===== config.mk =====
export PLATFORM = sky130hd
export DESIGN_NAME = mem_arbiter_flat
export DESIGN_NICKNAME = d
export VERILOG_FILES = /design/src/rtl/mem_arbiter_if.sv /design/src/rtl/mem_arbiter.sv /design/src/flat_wrapper.sv
export SDC_FILE = /design/constraint.sdc
export NUM_CORES = 1
export LEC_CHECK = 0
export CORE_AREA = 2 2 104 106
export CTS_BUF_LIST = sky130_fd_sc_hd__clkbuf_8
export DETAILED_ROUTE_END_ITERATION = 10
export DIE_AREA = 0 0 106 108
export PLACE_DENSITY = 0.6
export SLEW_MARGIN = 20
export SYNTH_ARGS = -nofsm -noshare
export SYNTH_HDL_FRONTEND = slang
export SYNTH_SLANG_ARGS = --single-unit

===== constraint.sdc =====
create_clock -name CLK -period 1.91 [get_ports CLK]
set_input_delay 0.2865 -clock CLK [delete_from_list [all_inputs] [get_ports CLK]]
set_output_delay 0.2865 -clock CLK [all_outputs]
set_load 0.01 [all_outputs]

===== src/rtl/mem_arbiter_if.sv =====
// Cache-side and RAM-side signal bundle for mem_arbiter.
// master: the arbiter; slave: the caches and RAM model surrounding it.
interface mem_arbiter_if;
  localparam int unsigned WORD_W = 32;
  localparam int unsigned STAT_W = 2;

  logic              iREN;
  logic [WORD_W-1:0] iaddr;
  logic              iwait;
  logic [WORD_W-1:0] iload;

  logic              dREN;
  logic              dWEN;
  logic [WORD_W-1:0] daddr;
  logic [WORD_W-1:0] dstore;
  logic              dwait;
  logic [WORD_W-1:0] dload;

  logic              ramREN;
  logic              ramWEN;
  logic [WORD_W-1:0] ramaddr;
  logic [WORD_W-1:0] ramstore;
  logic [WORD_W-1:0] ramload;
  logic [STAT_W-1:0] ramstate;

  modport master (
    input  iREN, iaddr, dREN, dWEN, daddr, dstore, ramload, ramstate,
    output iwait, iload, dwait, dload, ramREN, ramWEN, ramaddr, ramstore
  );

  modport slave (
    output iREN, iaddr, dREN, dWEN, daddr, dstore, ramload, ramstate,
    input  iwait, iload, dwait, dload, ramREN, ramWEN, ramaddr, ramstore
  );
endinterface


===== src/rtl/mem_arbiter.sv =====
// Arbitrates icache and dcache onto a single-ported RAM; dcache has priority, grants held until ACCESS.
// Define ARB_FAIR_EN to force an icache grant after STARVE_LIMIT contested dcache completions.
module mem_arbiter #(
  parameter int unsigned STARVE_LIMIT = 4
) (
  input logic           CLK,
  input logic           nRST,
  mem_arbiter_if.master bus
);
  localparam int unsigned STREAK_W   = 4;
  localparam int unsigned WORD_W     = 32;
  localparam logic [1:0]  RAM_ACCESS = 2'd2;

  typedef enum logic [1:0] {
    IDLE   = 2'd0,
    DGRANT = 2'd1,
    IGRANT = 2'd2
  } state_t;

  if (STARVE_LIMIT < 1 || STARVE_LIMIT > 15) begin : g_bad_starve_limit
    $error("mem_arbiter: STARVE_LIMIT must be within 1..15");
  end

  state_t state;
  logic   d_req;
  logic   ram_done;
  logic   go_igrant;
  logic   go_dgrant;

`ifdef ARB_FAIR_EN
  logic [STREAK_W-1:0] dstreak;
  logic                d_done;
`endif

  // Arbitration decision, only meaningful while IDLE
  always_comb begin
    d_req    = bus.dREN | bus.dWEN;
    ram_done = (bus.ramstate == RAM_ACCESS);
`ifdef ARB_FAIR_EN
    d_done    = (state == DGRANT) && d_req && ram_done;
    go_igrant = (state == IDLE) && bus.iREN &&
                ((dstreak == STREAK_W'(STARVE_LIMIT)) || !d_req);
`else
    go_igrant = (state == IDLE) && bus.iREN && !d_req;
`endif
    go_dgrant = (state == IDLE) && d_req && !go_igrant;
  end

  // Grant register; a completion or a withdrawn request always returns through IDLE
  always_ff @(posedge CLK or negedge nRST) begin
    if (!nRST) begin
      state <= IDLE;
`ifdef ARB_FAIR_EN
      dstreak <= '0;
`endif
    end else begin
      case (state)
        IDLE: begin
          if (go_igrant)      state <= IGRANT;
          else if (go_dgrant) state <= DGRANT;
        end
        DGRANT:  if (!d_req || ram_done) state <= IDLE;
        IGRANT:  if (!bus.iREN || ram_done) state <= IDLE;
        default: state <= IDLE;
      endcase
`ifdef ARB_FAIR_EN
      if (go_igrant)   dstreak <= '0;
      else if (d_done) dstreak <= bus.iREN ? dstreak + STREAK_W'(1) : '0;
`endif
    end
  end

  // RAM drive and cache responses follow the current grant and live request within the cycle
  always_comb begin
    bus.iwait    = 1'b1;
    bus.dwait    = 1'b1;
    bus.iload    = '0;
    bus.dload    = '0;
    bus.ramREN   = 1'b0;
    bus.ramWEN   = 1'b0;
    bus.ramaddr  = '0;
    bus.ramstore = '0;
    case (state)
      DGRANT: begin
        if (d_req) begin
          bus.ramaddr  = bus.daddr;
          bus.ramstore = bus.dstore;
          bus.ramWEN   = bus.dWEN;
          bus.ramREN   = bus.dREN & ~bus.dWEN;
          if (ram_done) begin
            bus.dwait = 1'b0;
            bus.dload = WORD_W'(bus.ramload);
          end
        end
      end
      IGRANT: begin
        if (bus.iREN) begin
          bus.ramaddr = bus.iaddr;
          bus.ramREN  = 1'b1;
          if (ram_done) begin
            bus.iwait = 1'b0;
            bus.iload = WORD_W'(bus.ramload);
          end
        end
      end
      default: ;
    endcase
  end

endmodule


===== src/flat_wrapper.sv =====
// flat-port wrapper written by rule: the top's interface ports become plain ports
module mem_arbiter_flat 
#(
  parameter int unsigned STARVE_LIMIT = 4
)
  (CLK, nRST, bus_iREN, bus_iaddr, bus_dREN, bus_dWEN, bus_daddr, bus_dstore, bus_ramload, bus_ramstate, bus_iwait, bus_iload, bus_dwait, bus_dload, bus_ramREN, bus_ramWEN, bus_ramaddr, bus_ramstore);
  mem_arbiter_if bus_i ();
  input logic CLK;
  input logic nRST;
  input wire logic [$bits(bus_i.iREN)-1:0] bus_iREN;
  input wire logic [$bits(bus_i.iaddr)-1:0] bus_iaddr;
  input wire logic [$bits(bus_i.dREN)-1:0] bus_dREN;
  input wire logic [$bits(bus_i.dWEN)-1:0] bus_dWEN;
  input wire logic [$bits(bus_i.daddr)-1:0] bus_daddr;
  input wire logic [$bits(bus_i.dstore)-1:0] bus_dstore;
  input wire logic [$bits(bus_i.ramload)-1:0] bus_ramload;
  input wire logic [$bits(bus_i.ramstate)-1:0] bus_ramstate;
  output wire logic [$bits(bus_i.iwait)-1:0] bus_iwait;
  output wire logic [$bits(bus_i.iload)-1:0] bus_iload;
  output wire logic [$bits(bus_i.dwait)-1:0] bus_dwait;
  output wire logic [$bits(bus_i.dload)-1:0] bus_dload;
  output wire logic [$bits(bus_i.ramREN)-1:0] bus_ramREN;
  output wire logic [$bits(bus_i.ramWEN)-1:0] bus_ramWEN;
  output wire logic [$bits(bus_i.ramaddr)-1:0] bus_ramaddr;
  output wire logic [$bits(bus_i.ramstore)-1:0] bus_ramstore;
  assign bus_i.iREN = bus_iREN;
  assign bus_i.iaddr = bus_iaddr;
  assign bus_i.dREN = bus_dREN;
  assign bus_i.dWEN = bus_dWEN;
  assign bus_i.daddr = bus_daddr;
  assign bus_i.dstore = bus_dstore;
  assign bus_i.ramload = bus_ramload;
  assign bus_i.ramstate = bus_ramstate;
  assign bus_iwait = bus_i.iwait;
  assign bus_iload = bus_i.iload;
  assign bus_dwait = bus_i.dwait;
  assign bus_dload = bus_i.dload;
  assign bus_ramREN = bus_i.ramREN;
  assign bus_ramWEN = bus_i.ramWEN;
  assign bus_ramaddr = bus_i.ramaddr;
  assign bus_ramstore = bus_i.ramstore;
  mem_arbiter #(.STARVE_LIMIT(STARVE_LIMIT)) u_core (.CLK(CLK), .nRST(nRST), .bus(bus_i));
endmodule

== Yosys cells after proc, flatten, opt, wreduce, memory -nomap -nowiden ==
Cells that the tools add are included.
Storage, ports and cells
  register bits: 2
  bits of input ports: 135
  output and inout bits: 132
  logic and storage cells: 46
Cells by class
  equal/unequal tests: 6
  muxes and demuxes: 25
  bitwise operators: 3
  reduce and logical (&&, ||, !) cells: 11
Operator list (count)
  32-bit 2-to-1 mux: 9
  32-bit one-hot mux with 2 select lines: 1
  1-bit 2-to-1 mux: 9
  2-bit 2-to-1 mux: 4
  2-bit one-hot mux with 3 select lines: 1
  2-bit == test (second input constant): 2
  1-bit logical AND: 4
  2-bit by 1-bit inequality test with 1-bit output (second input constant): 2
  1-bit zero test: 3
  3-bit by 1-bit inequality test with 1-bit output (second input constant): 1
  3-bit AND reduction: 1
  2-bit by 1-bit == test with 1-bit output (second input constant): 1
  2-bit zero test: 1
  1-bit logical OR: 2
  1-bit one-hot mux with 2 select lines: 1
  1-bit AND: 1
  1-bit inverter: 1
  1-bit bitwise OR: 1

== Depth between registers and ports, before layout ==
Gate-level depths: netlist of run 1.
  word-level depth: 8
  depth in mapped cells: 7
  gate-level depth less buffers: 5

== Worst setup path before layout of run 1 ==
No wires, ideal clock.
  path kind: register to output
  start point: register u_core.state[0]
  end point: output bus_ramaddr[10]
  data arrival time: 1.306 ns
  required time: 1.623 ns
  setup slack: 0.317 ns
  stages on the path, launching flop included: 8
  buffers on the path: 2
  cells stage by stage: dfrtp_1 inv_1 ha_1 and2_4 buf_6 buf_4 a22oi_1 nor2b_1
On the way
  word-level cells in the longest chain between the ends: 2
  elaborated cells between the ends (all ways): 3
  those cells by class: 2 x eq/ne; 1 x mux
RTL lines
  start, declared: RTL line mem_arbiter.sv:24  | state_t state;
  start signal, assigned: RTL line mem_arbiter.sv:52  | state <= IDLE;
  start signal, assigned: RTL line mem_arbiter.sv:59  | if (go_igrant) state <= IGRANT;
  start signal, assigned: RTL line mem_arbiter.sv:60  | else if (go_dgrant) state <= DGRANT;
  2-bit == test or 2-bit by 1-bit == test with 1-bit output (tied branches): RTL line mem_arbiter.sv:83  | case (state)
  32-bit one-hot mux with 2 select lines (*): RTL line mem_arbiter.sv:83
  end, declared: RTL line flat_wrapper.sv:24  | output wire logic [$bits(bus_i.ramaddr)-1:0] bus_ramaddr;
Every way passes the cells marked *; elsewhere a longest branch is shown, timed or not.

== Final worst setup path of run 1 ==
  start point: register u_core.state[1]
  end point: output bus_iload[10]
On the way
  word-level cells in the longest chain between the ends: 2
RTL lines
  2-bit == test: RTL line mem_arbiter.sv:83
  32-bit 2-to-1 mux: RTL line mem_arbiter.sv:83
  end, declared: RTL line flat_wrapper.sv:19  | output wire logic [$bits(bus_i.iload)-1:0] bus_iload;
No other way between the ends.

==> qor.csv, run 1 <==
stage;metric;value;unit
outcome;status;finished with violations;
outcome;failing checks;negative setup slack;
detailed_routing;final wirelength;12.1;mm
floorplan;FP Rows;37;
detailed_routing;Pre-antenna DRT Iters;4;
logic_synthesis;largest family of logic cells by synthesized area;simple AND/OR/NAND/NOR gates;
logic_synthesis;syn avg cell area;7.06;µm²
cts;CTS tree;yes;
floorplan;die area;11400;µm²
flow_run;maxcap violations;0;
logic_synthesis;top-count cell post-synth;and3_1;
logic_synthesis;largest area contributor in the netlist;and3_1;
cts;# hold bufs at CTS;0;
timing;Least-Margin Pin Slew;0.191;ns
placed_design;GPL Wtd Cong;0.808;
timing;Fin Clk Skew;0.00108;ns
cts;CTS Buf Count;3;
placed_design;placed wire-length estimate;7.66;mm
global_route;total congestion overflow;0;
layout;Top Registers;u_core.state x2;
logic_synthesis;Top FF cell, synth;dfrtp_1;
timing;min cycle time layout;2.02;ns
pwr;Max VDD drop;0.373;mV
worst_setup_path;nature of the critical path endpoint;output pin;
worst_setup_path;CP startpoint kind;flop;
logic_synthesis;Synth Instances;219;
worst_setup_path;slowest cell on the critical path;dfrtp_1;
timing;PnR worst setup slack;-0.108;ns
global_route;initial antenna violation count;0;
logic_synthesis;mux contribution to synthesized area;0;%
worst_setup_path;worst r2r src;u_core.state[0];
detailed_routing;vias;2979;
timing;crit share post-route;106;%
timing;Hold Vio Cnt, Final;0;
logic_synthesis;post-synth top area share;25.9;%
logic_synthesis;post-synth design cell area;1550;µm²
cts;worst-skew pair later-pin latency;0.22;ns
layout;area delta synth->final;258;%
worst_setup_path;cell mode on critical path;buf_6;
cts;htree depth;1;
layout;Antenna Cells;0;
floorplan;chip height;108;µm
worst_setup_path;WP data arrival;1.73;ns
detailed_routing;drt drc;0;
logic_synthesis;Seq cells post-synth;2;
hold_path;worst hold path class;input pin to async pin;
cts;CTS root buf;clkbuf_8;
worst_setup_path;CP Cell Sequence;buf_6, ha_4, and2_4, buf_12, buf_16, buf_6, and3_4, buf_6;
logic_synthesis;register area share after synthesis;3.24;%
timing;hold_ws;0.232;ns
layout;max reg flops;2;
layout;share of layout cells above drive strength 1;59.9;%
floorplan;io pins;267;
floorplan;core area;10200;µm²
detailed_routing;DR iter-0 viols;77;
worst_setup_path;crit path from;u_core.state[1];
cts;Clock Pin Slew Worst Setup and Hold Paths;0.03;ns
detailed_routing;DR WL/cell;18.2;µm
logic_synthesis;number of enable flip-flop cells after synthesis;0;
placed_design;IO Port Bufs;266;
logic_synthesis;post-synthesis adder-cell area fraction;2.43;%
global_route;vias in the first global route;3110;
logic_synthesis;commonest cells in the synthesized netlist;64 x and3_1, 32 x a22oi_1, 32 x nor2b_1, 31 x and2_4, 9 x clkbuf_1;
logic_synthesis;post-synthesis async set-or-reset flop share;100;%
worst_setup_path;CP max FO;7;
detailed_routing;Final ANT Viol Nets;0;
global_route;pin count of the biggest net entering global routing;27;
timing;relative slew slack;87.1;%
cts;Clock Tree Buf Depth;2;
logic_synthesis;syn_nets;357;
layout;Post-Route Utilization;54.0;%
detailed_routing;vias per cell;4.50;
logic_synthesis;Synth Area in Compound Gates;19.6;%
timing;Final Slew Violations;0;
logic_synthesis;Cell variety after synth;26;
logic_synthesis;Synth area leaders;and3_1 26%, and2_4 18%, a22oi_1 16%;
logic_synthesis;Post-Synth XOR/XNOR Area;0;%
logic_synthesis;number of warnings issued by yosys;0;
pwr;LEAKAGE;0.00246;µW
floorplan;Initial Util;15.1;%
timing;unrepaired setup endpoints after global routing;true;
worst_setup_path;WP data required;1.62;ns
cts;Sink Count;2;
worst_setup_path;Setup CP Type;flop to output pin;
floorplan;Die W;106;µm
pwr;PwrDens;736;nW/µm²
worst_setup_path;largest stage delay on the critical path;0.39;ns
logic_synthesis;simple logic cell fraction of the synthesized area;60.8;%
global_route;first-pass GRT wire length;16.7;mm
timing;max frequency;496;MHz
global_route;gr usage total;18.6;%
layout;Reg with most FFs;u_core.state;
timing;endpoints failing setup;78;
layout;Final nets;666;
## routing by layer
| layer | part of all wire [%] | track usage, % |
|---|---|---|
| met5 | 0 | 0 |
| met4 | 1.6 | 4.42 |
| met3 | 9.3 | 4.16 |
| met2 | 54 | 37.3 |
| met1 | 35 | 19.4 |
## path summary, 6_finish.rpt
path / to / slack (ns) / cells after the start
max: bus_iload[10] / -0.11 / 8
min: u_core.state[0] / 0.23 / 1
max in group asynchronous: u_core.state[0] / 1.55 / 1
min reg2reg: u_core.state[0] / 0.58 / 1
max reg2reg: u_core.state[0] / 0.20 / 8
min in group CLK: u_core.state[0] / 0.58 / 1
## logic make-up (layout without fill, tap and decap cells)
kind of cell | count (synthesis) | in the layout
AO/OA/AOI/OAI | 41 | 41
adder cells (fa/ha/maj) | 3 | 3
buffers and inverters | 33 | 340
flip-flops | 2 | 2
AND/OR/NAND/NOR | 140 | 140
## what timing repair did
| action | CTS | global route |
|---|---|---|
| setup buffers | 27 | 3 |
| gates cloned | 13 | 6 |
| pin swaps | 27 | 44 |
| resized for setup | 637 | 95 |
| setup endpoints to repair | 132 | 114 |
## worst max-delay path: cells and delay by family (launching register included)
| family | cells | cell delay, ns |
|---|---|---|
| and+or+nand+nor | 2 | 0.34 |
| DFF | 1 | 0.39 |
| buffers and inverters | 5 | 0.63 |
| adders and majority gates | 1 | 0.15 |
## cells in the final DEF (no fill, tap or decap), types with 5 or more instances in the layout
cell type        netlist  routed
buf_4                  4      15
and2_4                31      32
nor2b_1               32      28
clkdlybuf4s50_1        0     133
buf_2                  5      53
a22oi_2                0      32
clkdlybuf4s15_2        0       5
buf_16                 0      11
clkbuf_16              0       5
buf_12                 0      12
and3_4                 0      41
and3_1                64      23
buf_6                  3      90
## where the power goes
group	switching (µW)	internal [µW]
sequential	20.1	60.1
clock	41.5	134
combinational	1500	2320
## metrics by stage
step           setup slack [ns]  cell area (µm²)  TNS [ns]  instances  total power, µW
2_1_floorplan             0.317             1550         0        219             1390
3_3_place_gp             -0.412             4440    -39.02        616             2690
3_5_place_dp             -0.420             4440    -41.28        616             2710
4_1_cts                  -0.179             5090     -6.67        658             3700
5_1_grt                  -0.169             5530    -10.66        662             4300
6_report                 -0.108             5530     -3.72        662             4070
## area by class of cell
cell class	count	area (µm²)
Inverter	5	18.8
Multi-Input combinational cell	184	1710
Fill cell	948	4700
Tap cell	136	170
Clock buffer	3	41.3
Sequential cell	2	51.3
Timing Repair Buffer	332	3540
No activity file was read; power rests on OpenSTA's default activity.
==> run 2, diff against run 1 <==
--- a/config.mk
+++ b/config.mk
@@ -6,10 +6,9 @@
 export NUM_CORES = 1
 export LEC_CHECK = 0
 export CORE_AREA = 2 2 104 106
-export CTS_BUF_LIST = sky130_fd_sc_hd__clkbuf_8
 export DETAILED_ROUTE_END_ITERATION = 10
 export DIE_AREA = 0 0 106 108
-export PLACE_DENSITY = 0.6
+export PLACE_DENSITY = 0.68
 export SLEW_MARGIN = 20
 export SYNTH_ARGS = -nofsm -noshare
 export SYNTH_HDL_FRONTEND = slang
==> run 2 against run 1 <==
Compared with the run above:
- worst hold slack improved by 0.0094 ns
- the run still ends with negative setup slack left
- power is 4.7% lower
- critical path type unchanged
- clock skew fell by 0.00079 ns
- final area fell by 8.1%
==> qor.csv, run 2 (synthesized netlist as in run 1, its figures left out) <==
stage;metric;value;unit;change
outcome;status;finished with violations;;unchanged
outcome;failing checks;negative setup slack;;unchanged
placed_design;post-place setup slack;-0.414;ns;was -0.420 ns
layout;most frequent cells in the layout;134 x clkdlybuf4s50_1, 73 x buf_2, 39 x buf_6;;was 133 x clkdlybuf4s50_1, 90 x buf_6, 53 x buf_2
layout;non-filler cells, final;655;;was 662
worst_setup_path;WP data required;1.62;ns;about the same
timing;max frequency;495;MHz;was 496 MHz
floorplan;io pins;267;;unchanged
worst_setup_path;CP max FO;8;;was 7
hold_path;worst hold path class;input pin to async pin;;unchanged
detailed_routing;Final ANT Viol Nets;0;;unchanged
timing;Hold Vio Cnt, Final;0;;unchanged
timing;Final Slew Violations;0;;unchanged
timing;crit share post-route;106;%;about the same
pwr;PwrDens;764;nW/µm²;was 736 nW/µm²
worst_setup_path;nature of the critical path endpoint;output pin;;unchanged
cts;CTS tree;yes;;unchanged
global_route;gr usage total;16.7;%;was 18.6%
placed_design;IO Port Bufs;266;;unchanged
timing;endpoints failing setup;107;;was 78
layout;area delta synth->final;228;%;was 258%
placed_design;Placed Cells;615;;was 616
global_route;first-pass GRT wire length;15.1;mm;was 16.7 mm
placed_design;placed wire-length estimate;7.90;mm;was 7.66 mm
cts;CTS root buf;clkbuf_8;;unchanged
detailed_routing;final wirelength;11.9;mm;was 12.1 mm
placed_design;GPL Wtd Cong;0.860;;was 0.808
pwr;Max VDD drop;0.446;mV;was 0.373 mV
floorplan;die area;11400;µm²;unchanged
floorplan;Die W;106;µm;unchanged
cts;Clock Pin Slew Worst Setup and Hold Paths;0.03;ns;about the same
cts;CTS Buf Count;3;;unchanged
floorplan;Initial Util;15.1;%;unchanged
timing;unrepaired setup endpoints after global routing;true;;unchanged
worst_setup_path;R2R setup slack;0.12;ns;was 0.20 ns
layout;Final Instance Area;5080;µm²;was 5530 µm²
layout;share of layout cells above drive strength 1;55.3;%;was 59.9%
timing;Fin Clk Skew;0.000294;ns;was 0.00108 ns
layout;Top Registers;u_core.state x2;;unchanged
cts;htree depth;1;;unchanged
timing;post-route setup TNS;-4.03;ns;was -3.72 ns
detailed_routing;DR WL/cell;18.2;µm;about the same
detailed_routing;drt drc;0;;unchanged
cts;worst-skew pair later-pin latency;0.21;ns;was 0.22 ns
worst_setup_path;R2R cell count;8;;unchanged
detailed_routing;vias;2924;;was 2979
worst_setup_path;worst r2r src;u_core.state[0];;unchanged
timing;relative slew slack;85.7;%;was 87.1%
detailed_routing;vias per cell;4.46;;was 4.50
layout;Final nets;659;;was 666
global_route;pin count of the biggest net entering global routing;44;;was 27
placed_design;DP Area;4410;µm²;was 4440 µm²
global_route;vias in the first global route;2831;;was 3110
floorplan;core area;10200;µm²;unchanged
worst_setup_path;CP startpoint kind;flop;;unchanged
detailed_routing;DR iter-0 viols;101;;was 77
worst_setup_path;WP data arrival;1.73;ns;about the same
layout;fillers;954;;was 948
layout;Reg with most FFs;u_core.state;;unchanged
layout;max reg flops;2;;unchanged
cts;Clock Tree Buf Depth;2;;unchanged
timing;PnR worst setup slack;-0.110;ns;was -0.108 ns
global_route;total congestion overflow;0;;unchanged
detailed_routing;Pre-antenna DRT Iters;4;;unchanged
layout;commonest non-fill, non-tap cell in the layout;clkdlybuf4s50_1;;unchanged
cts;Sink Count;2;;unchanged
global_route;initial antenna violation count;0;;unchanged
timing;hold_ws;0.241;ns;was 0.232 ns
worst_setup_path;FF-to-FF End;u_core.state[0];;unchanged
flow_run;maxcap violations;0;;unchanged
timing;min cycle time layout;2.02;ns;about the same
layout;Antenna Cells;0;;unchanged
floorplan;FP Rows;37;;unchanged
pwr;LEAKAGE;0.00238;µW;was 0.00246 µW
worst_setup_path;Setup CP Type;flop to output pin;;unchanged
cts;# hold bufs at CTS;0;;unchanged
floorplan;chip height;108;µm;unchanged
timing;Least-Margin Pin Slew;0.215;ns;was 0.191 ns
## run 2: changes by cell type in the layout (fill, tap and decap cells not counted), moves of 9 or more
cell      before  now
buf_4         15   27
buf_6         90   39
and3_1        23   32
and3_4        41   32
clkbuf_2       0    9
buf_2         53   73
## run 2: stage by stage
step,power (µW),util [%]
after floorplan,1390,-
after global placement,2580,43.1
after detailed placement,2600,43.1
after CTS,3220,44.4
after global routing,4090,49.7
final,3880,49.7
## run 2: how the worst max path moves through the flow
stage,from,to,slack (ns),cells past startpoint
2_1_floorplan,u_core.state[0],bus_ramaddr[10],0.32,7
3_3_place_gp,bus_dWEN,bus_ramaddr[7],-0.39,6
3_5_place_dp,bus_dWEN,bus_ramaddr[29],-0.41,6
4_1_cts,u_core.state[0],bus_ramaddr[17],-0.13,8
5_1_grt,u_core.state[1],bus_ramaddr[6],-0.17,9
6_report,u_core.state[1],bus_ramaddr[6],-0.11,9
## run 2: metal layers
metal  up-vias  global-route usage [%]  wire length, µm
li1       1378                       -                -
met1      1347                    16.6             4210
met2       182                    33.2             6380
met3        17                    4.94             1100
met4         0                    5.17              263
met5         -                       0                0
## run 2: repair_timing
action / CTS / global route
pin swaps: 1 / 17
endpoints found under the setup margin: 132 / 130
endpoints found under the hold margin: 0 / 0
buffers inserted: 8 / 13
cloned: 5 / 11
resized for setup: 480 / 151
## run 2: final cells by class
cell class	count	area [µm²]	area share [%]
clock buffers	3	41.3	0.813
inverters	5	18.8	0.369
multi-input cells	184	1620	31.8
flip-flops and latches	2	51.3	1.01
well taps	136	170	3.35
repair buffers	325	3180	62.6
## run 2: power by group
group / total, µW / internal [µW] / leakage (µW) / switching, µW
registers: 85.2 / 60.1 / 0.0000246 / 25.2
clock network: 172 / 134 / 0.0000216 / 38.1
logic: 3620 / 2170 / 0.00233 / 1450
total: 3880 / 2360 / 0.00238 / 1520
## run 2: worst max-delay path, stage by stage, from the launching register on
cell and delay [ns]:
dfrtp_1 0.42, inv_2 0.08, ha_4 0.18, o21a_4 0.14, buf_6 0.14, buf_12 0.13
buf_6 0.11, a22oi_2 0.11, nor2b_1 0.06, buf_2 0.14
==> run 3, diff against run 2 <==
--- a/config.mk
+++ b/config.mk
@@ -9,7 +9,7 @@
 export DETAILED_ROUTE_END_ITERATION = 10
 export DIE_AREA = 0 0 106 108
 export PLACE_DENSITY = 0.68
-export SLEW_MARGIN = 20
+export SLEW_MARGIN = 10
 export SYNTH_ARGS = -nofsm -noshare
 export SYNTH_HDL_FRONTEND = slang
 export SYNTH_SLANG_ARGS = --single-unit
==> results of run 3 <==
Same layout as run 2: the final DEF is identical, and so are final timing and power.
